==> src/rtl/conversor_bin_bcd_seq.sv <==
// -----------------------------------------------------------------------------
// conversor_bin_bcd_seq
//
// Sequential binary-to-BCD converter (shift-add-3 / double dabble), one input
// bit per clock. It sits between the adder/subtractor result and the per-digit
// BCD-to-7-segment decoders. With SIGNED=1 the input is two's complement and
// the block outputs magnitude digits plus a sign flag for a minus-sign display.
//
// Parameters
//   WIDTH   binary input width (>= 2)
//   DIGITS  BCD output digits; must hold 2^WIDTH-1 (unsigned) or
//           2^(WIDTH-1) (signed)
//   SIGNED  1 = entrada is two's complement, 0 = unsigned
//
// Ports
//   clk       in   1          rising-edge clock
//   rst_n     in   1          asynchronous active-low reset
//   inicio    in   1          start request, only looked at in IDLE
//   entrada   in   WIDTH      binary value, captured on the accepting edge
//   ocupado   out  1          busy, high in SHIFT and DONE
//   pronto    out  1          one-cycle pulse: new bcd/negativo valid
//   bcd       out  4*DIGITS   result, digit i = bcd[4i+3:4i], digit 0 = units
//   negativo  out  1          sign of the last result (0 when SIGNED=0)
//
// Timing: accept on edge E0, WIDTH shift edges E1..E_WIDTH, pronto high in the
// cycle after E_WIDTH, back to IDLE on the following edge. One conversion
// every WIDTH+2 cycles. All outputs come straight from registers.
// -----------------------------------------------------------------------------
module conversor_bin_bcd_seq #(
    parameter int WIDTH  = 8,
    parameter int DIGITS = 3,
    parameter bit SIGNED = 1'b0
) (
    input  logic                  clk,
    input  logic                  rst_n,
    input  logic                  inicio,
    input  logic [WIDTH-1:0]      entrada,
    output logic                  ocupado,
    output logic                  pronto,
    output logic [4*DIGITS-1:0]   bcd,
    output logic                  negativo
);

    localparam int BW = 4 * DIGITS;
    localparam int CW = $clog2(WIDTH + 1);

    typedef enum logic [1:0] {
        IDLE  = 2'd0,
        SHIFT = 2'd1,
        DONE  = 2'd2
    } state_t;

    state_t          state,     state_nxt;
    logic [WIDTH-1:0] shreg,    shreg_nxt;
    logic [BW-1:0]   scratch,   scratch_nxt;
    logic [CW-1:0]   counter,   counter_nxt;
    logic            sign_pend, sign_pend_nxt;
    logic [BW-1:0]   bcd_q,     bcd_nxt;
    logic            neg_q,     neg_nxt;

    logic            in_neg;
    logic [WIDTH-1:0] mag;
    logic [BW-1:0]   adjusted;
    logic [BW-1:0]   shifted;

    // Add 3 to every digit that is 5 or more, so that the following left
    // shift carries correctly into the next decimal digit. Each digit wraps
    // in 4 bits; a digit >= 5 never exceeds 9 here, so 9+3 = 12 still fits.
    function automatic logic [BW-1:0] add3_digits(input logic [BW-1:0] s);
        logic [BW-1:0] r;
        r = s;
        for (int d = 0; d < DIGITS; d++) begin
            if (s[4*d +: 4] >= 4'd5) begin
                r[4*d +: 4] = s[4*d +: 4] + 4'd3;
            end
        end
        return r;
    endfunction

    // Magnitude of the input. Zero has a clear MSB, so it is never negative.
    // The most negative value (e.g. -128 for WIDTH=8) negates to 2^(WIDTH-1),
    // which is still representable as an unsigned WIDTH-bit number, so the
    // shift register only needs WIDTH bits.
    assign in_neg = SIGNED && entrada[WIDTH-1];
    assign mag    = in_neg ? (~entrada + WIDTH'(1)) : entrada;

    // One double-dabble step: adjust digits, then shift {scratch, shreg} left
    // by one, bringing the shift register's MSB into the units digit. The
    // scratch MSB that falls off is always 0 when DIGITS is large enough.
    assign adjusted = add3_digits(scratch);
    assign shifted  = (adjusted << 1) | BW'(shreg[WIDTH-1]);

    // Next-state and datapath logic.
    // NOTE: every variable written here gets a default first; a path that
    // leaves one unassigned would infer a latch.
    always_comb begin
        state_nxt     = state;
        shreg_nxt     = shreg;
        scratch_nxt   = scratch;
        counter_nxt   = counter;
        sign_pend_nxt = sign_pend;
        bcd_nxt       = bcd_q;
        neg_nxt       = neg_q;

        case (state)
            IDLE: begin
                if (inicio) begin
                    shreg_nxt     = mag;
                    scratch_nxt   = '0;
                    counter_nxt   = CW'(WIDTH);
                    sign_pend_nxt = in_neg;
                    state_nxt     = SHIFT;
                end
            end

            SHIFT: begin
                scratch_nxt = shifted;
                shreg_nxt   = shreg << 1;
                counter_nxt = counter - CW'(1);
                // This edge performs the last iteration: publish the result
                // now so the outputs never show partial digits.
                if (counter == CW'(1)) begin
                    bcd_nxt   = shifted;
                    neg_nxt   = sign_pend;
                    state_nxt = DONE;
                end
            end

            DONE: begin
                state_nxt = IDLE;
            end

            default: begin
                state_nxt = IDLE;
            end
        endcase
    end

    // State and datapath registers. A reset in the middle of a conversion
    // discards it along with the previously published result.
    // NOTE: sequential state uses non-blocking assignments so every register
    // samples the pre-edge values, independent of statement order.
    always_ff @(posedge clk or negedge rst_n) begin
        if (!rst_n) begin
            state     <= IDLE;
            shreg     <= '0;
            scratch   <= '0;
            counter   <= '0;
            sign_pend <= 1'b0;
            bcd_q     <= '0;
            neg_q     <= 1'b0;
        end else begin
            state     <= state_nxt;
            shreg     <= shreg_nxt;
            scratch   <= scratch_nxt;
            counter   <= counter_nxt;
            sign_pend <= sign_pend_nxt;
            bcd_q     <= bcd_nxt;
            neg_q     <= neg_nxt;
        end
    end

    // Outputs are decoded from registers only; no input reaches them
    // combinationally.
    assign ocupado  = (state != IDLE);
    assign pronto   = (state == DONE);
    assign bcd      = bcd_q;
    assign negativo = neg_q;

endmodule

==> config.mk <==
export PLATFORM = sky130hd
export DESIGN_NAME = conversor_bin_bcd_seq
export DESIGN_NICKNAME = d
export VERILOG_FILES = /design/src/rtl/conversor_bin_bcd_seq.sv
export SDC_FILE = /design/constraint.sdc
export NUM_CORES = 1
export LEC_CHECK = 0
export CAP_MARGIN = 20
export CORE_MARGIN = 3
export CORE_UTILIZATION = 54
export DETAILED_ROUTE_END_ITERATION = 6
export HOLD_SLACK_MARGIN = 0.12
export PLACE_DENSITY = 0.78
export REMOVE_ABC_BUFFERS = 1
export SLEW_MARGIN = 10
export SYNTH_ARGS = -nofsm -noshare
export SYNTH_HDL_FRONTEND = slang
export SYNTH_SLANG_ARGS = --single-unit
==> constraint.sdc <==
create_clock -name clk -period 1.7 [get_ports clk]
set_input_delay 0.51 -clock clk [delete_from_list [all_inputs] [get_ports clk]]
set_output_delay 0.51 -clock clk [all_outputs]
set_load 0.03 [all_outputs]
==> results.tsv <==
stage	metric	value	unit
placement	Place WS	-0.197	ns
route	detailed-route wire length	4140	µm
yosys	#FFs+latches synth	38	
clock_network	cts bufs inserted	5	
worst_setup_path	slowest CP cell	dfrtp_1	
global_route	antenna violations before repair	0	
yosys	Syn. warnings	0	
global_route	vias in the first global route	1514	
finish	Fillers	271	
yosys	asr flop ratio synth	100	%
sta	setup TNS	0	ns
clock_network	CTS tree	done	
finish	share of layout cells above drive strength 1	21.3	%
yosys	post-synthesis instance area	0.00197	mm²
route	antenna viol nets, final	0	
finish	footprint of the multi-input gates	923	µm²
sta	min Tclk post-route	1.69	ns
yosys	post-synth top area share	48.3	%
yosys	Synth Flop Type	dfrtp_1	
sta	post-route clock period utilization	99.6	%
yosys	area leader, netlist	dfrtp_1	
worst_setup_path	flop2flop setup slack	0.10	ns
worst_setup_path	Largest stage delay, worst path	0.40	ns
worst_setup_path	Worst Path Class, Setup	reg -> out	
finish	register area	951	µm²
worst_setup_path	worst r2r dst	bcd[2]	
finish	fin util	70.4	%
sta	Worst-Margin Slew	0.545	ns
clock_network	Root Buffer	clkbuf_4	
run	Max-Cap Viols	0	
yosys	Post-Syn Instances	184	
sta	Final Hold Viols	0	
finish	most frequent cells in the layout	38 x dfrtp_1, 21 x o21ai_0, 16 x buf_4	
sta	unrepaired setup endpoints after global routing	true	
clock_network	clk sinks	38	
worst_setup_path	Worst Path Buf+Inv	1	
worst_setup_path	CP endpoint kind	output port	
floorplan	Rows	21	
placement	placed cells	256	
worst_setup_path	crit path from	state[0]	
route	Pre-antenna DRT Iters	4	
floorplan	Die ar.	0.00440	mm²
clock_network	clock latency on the worst-skew pair	0.33	ns
global_route	first-pass GRT wire length	6820	µm
hold_path	min-delay src	bcd[8]	
worst_setup_path	worst path cell trace	or2_2 > buf_6	
clock_network	H-Tree Level Count	2	
floorplan	height of the die	66.4	µm
pwr	Max VDD drop	0.949	mV
route	Residual DRC	0	
yosys	Synth cell types	33	
sta	final setup vio count	0	
run_status	status	finished, final reports clean	
worst_setup_path	CP arrival	1.18	ns
finish	ANT cells	0	
floorplan	die width	66.4	µm
clock_network	clk buf depth	2	
pwr	P_leak	1.13	nW
sta	Slew HR	63.6	%
placement	GPL Wtd Cong	0.826	
worst_setup_path	CP Launch Type	flop	
finish	area delta synth->final	22.3	%
route	DR vias	1504	
placement	Port Buffers	24	
worst_setup_path	Crit path max-delay family	flip-flops	
finish	NumNets Final	244	
route	post-DR wirelength/cell	15.3	µm
floorplan	area of the core	0.00342	mm²
pwr	P per Cell Area	1900	mW/mm²
route	initial DRC count	73	
yosys	Synth Area per Inst	10.7	µm²
global_route	grt total ovfl	0	
worst_setup_path	reg2reg start	scratch[0]	
floorplan	Initial Util	57.6	%
clock_network	CTS Hold Bufs	0	
sta	worst setup margin	0.00630	ns
placement	hpwl dp	2830	µm
finish	fin cells	271	
floorplan	IO Count	26	
worst_setup_path	CP Data Required Time	1.19	ns
worst_setup_path	Max FO, Critical Path	2	
global_route	largest net degree at the start of global routing	39	
finish	commonest non-fill, non-tap cell in the layout	dfrtp_1	
sta	clock skew	0.00269	ns
sta	Max Freq	590	MHz
worst_setup_path	R2R cell count	6	
global_route	GR Util All Layers	20.4	%
worst_setup_path	critical path depth in cells	2	
sta	Final Slew Violations	0	
yosys	top cells by area, synth	dfrtp_1 48%, o21ai_0 5.3%, ha_1 5.1%	
route	vias per inst	5.55	
worst_setup_path	Worst Setup EP	ocupado	
yosys	Post-synth EDFFs	0	
hold_path	Hold Path Class	reg -> reg	
yosys	sequential area share after synthesis	48.3	%
clock_network	clk slew on worst S/H paths	0.10	ns
==> registers in the layout (all words and copies together), names as in the netlist <==
name	count
bcd	12
counter	4
shreg	8
scratch	12
state	2
==> logic make-up (layout without fill, tap and decap cells) <==
kind of cell	count (synthesis)	in the layout	share of synthesized area, %
fa+ha+maj	8	8	5.09
other cells	1	1	0.191
flops	38	38	48.3
simple gates	48	48	14.7
buf+inv	18	59	5.03
xor+xnor	3	3	1.34
mux	10	10	6.68
compound gates	58	58	18.6
==> repair_timing <==
item                       4_1_cts  5_1_grt
gates resized for setup         15       10
setup endpoints to repair       14        4
buffers inserted                 0        8
==> stage by stage <==
step | power (mW) | cell area [µm²] | hold slack, ns
final | 4.58 | 2410 | 0.491
after global routing | 4.94 | 2410 | 0.522
after CTS | 4.46 | 2330 | 0.496
after detailed placement | 4.10 | 2300 | 0.477
after global placement | 3.96 | 2300 | 0.463
after floorplan | 3.28 | 1910 | 0.214
==> worst reg2reg max path: cells and delay by family (launching register included) <==
kind,cells,cell delay (ns)
mux,2,0.38
simple gates,1,0.13
compound gates,1,0.21
buf+inv,1,0.11
fa+ha+maj,1,0.24
flops,1,0.43
==> where the power goes <==
| part | leakage (nW) | internal [mW] | switching, mW |
|---|---|---|---|
| clock | 0.0254 | 0.156 | 0.276 |
| sequential | 0.483 | 1.30 | 0.358 |
| combinational | 0.622 | 1.13 | 1.35 |
==> cell type report <==
type / count / share of cell area [%]
clock buffers: 7 / 1.87
inverters: 9 / 1.61
multi-input cells: 128 / 38.4
flip-flops and latches: 38 / 39.5
well taps: 46 / 2.39
repair buffers: 43 / 16.2
==> metal layers <==
metal  wire (µm)  part of all wire (%)  track usage [%]  vias to the layer above
li1            -                     -                -                      726
met1        1830                    44             25.7                      748
met2        2120                    51             34.8                       25
met3         141                   3.4             4.08                        5
met4          44                   1.1             6.85                        0
met5           0                     0                0                        -
==> worst min-delay path by stage <==
stage                    to  slack [ns]  cells past startpoint
floorplan            bcd[0]        0.21                      0
global placement    bcd[11]        0.46                      2
detailed placement  bcd[11]        0.48                      2
CTS                 bcd[11]        0.50                      2
global route         bcd[8]        0.52                      2
finish               bcd[8]        0.49                      2
==> Yosys cell counts (all sizes together) (2+ instances only) <==
library cell  number
dfrtp             38
xnor2              3
buf                7
nand3              3
a22o               7
o21ai             25
clkbuf             2
mux2i              3
nor2b             11
mux2               7
inv                8
a21oi             18
nor3               4
nand2b             4
nor3b              6
ha                 8
a22oi              7
nand2             16
Power figures use the tool's default switching activity.
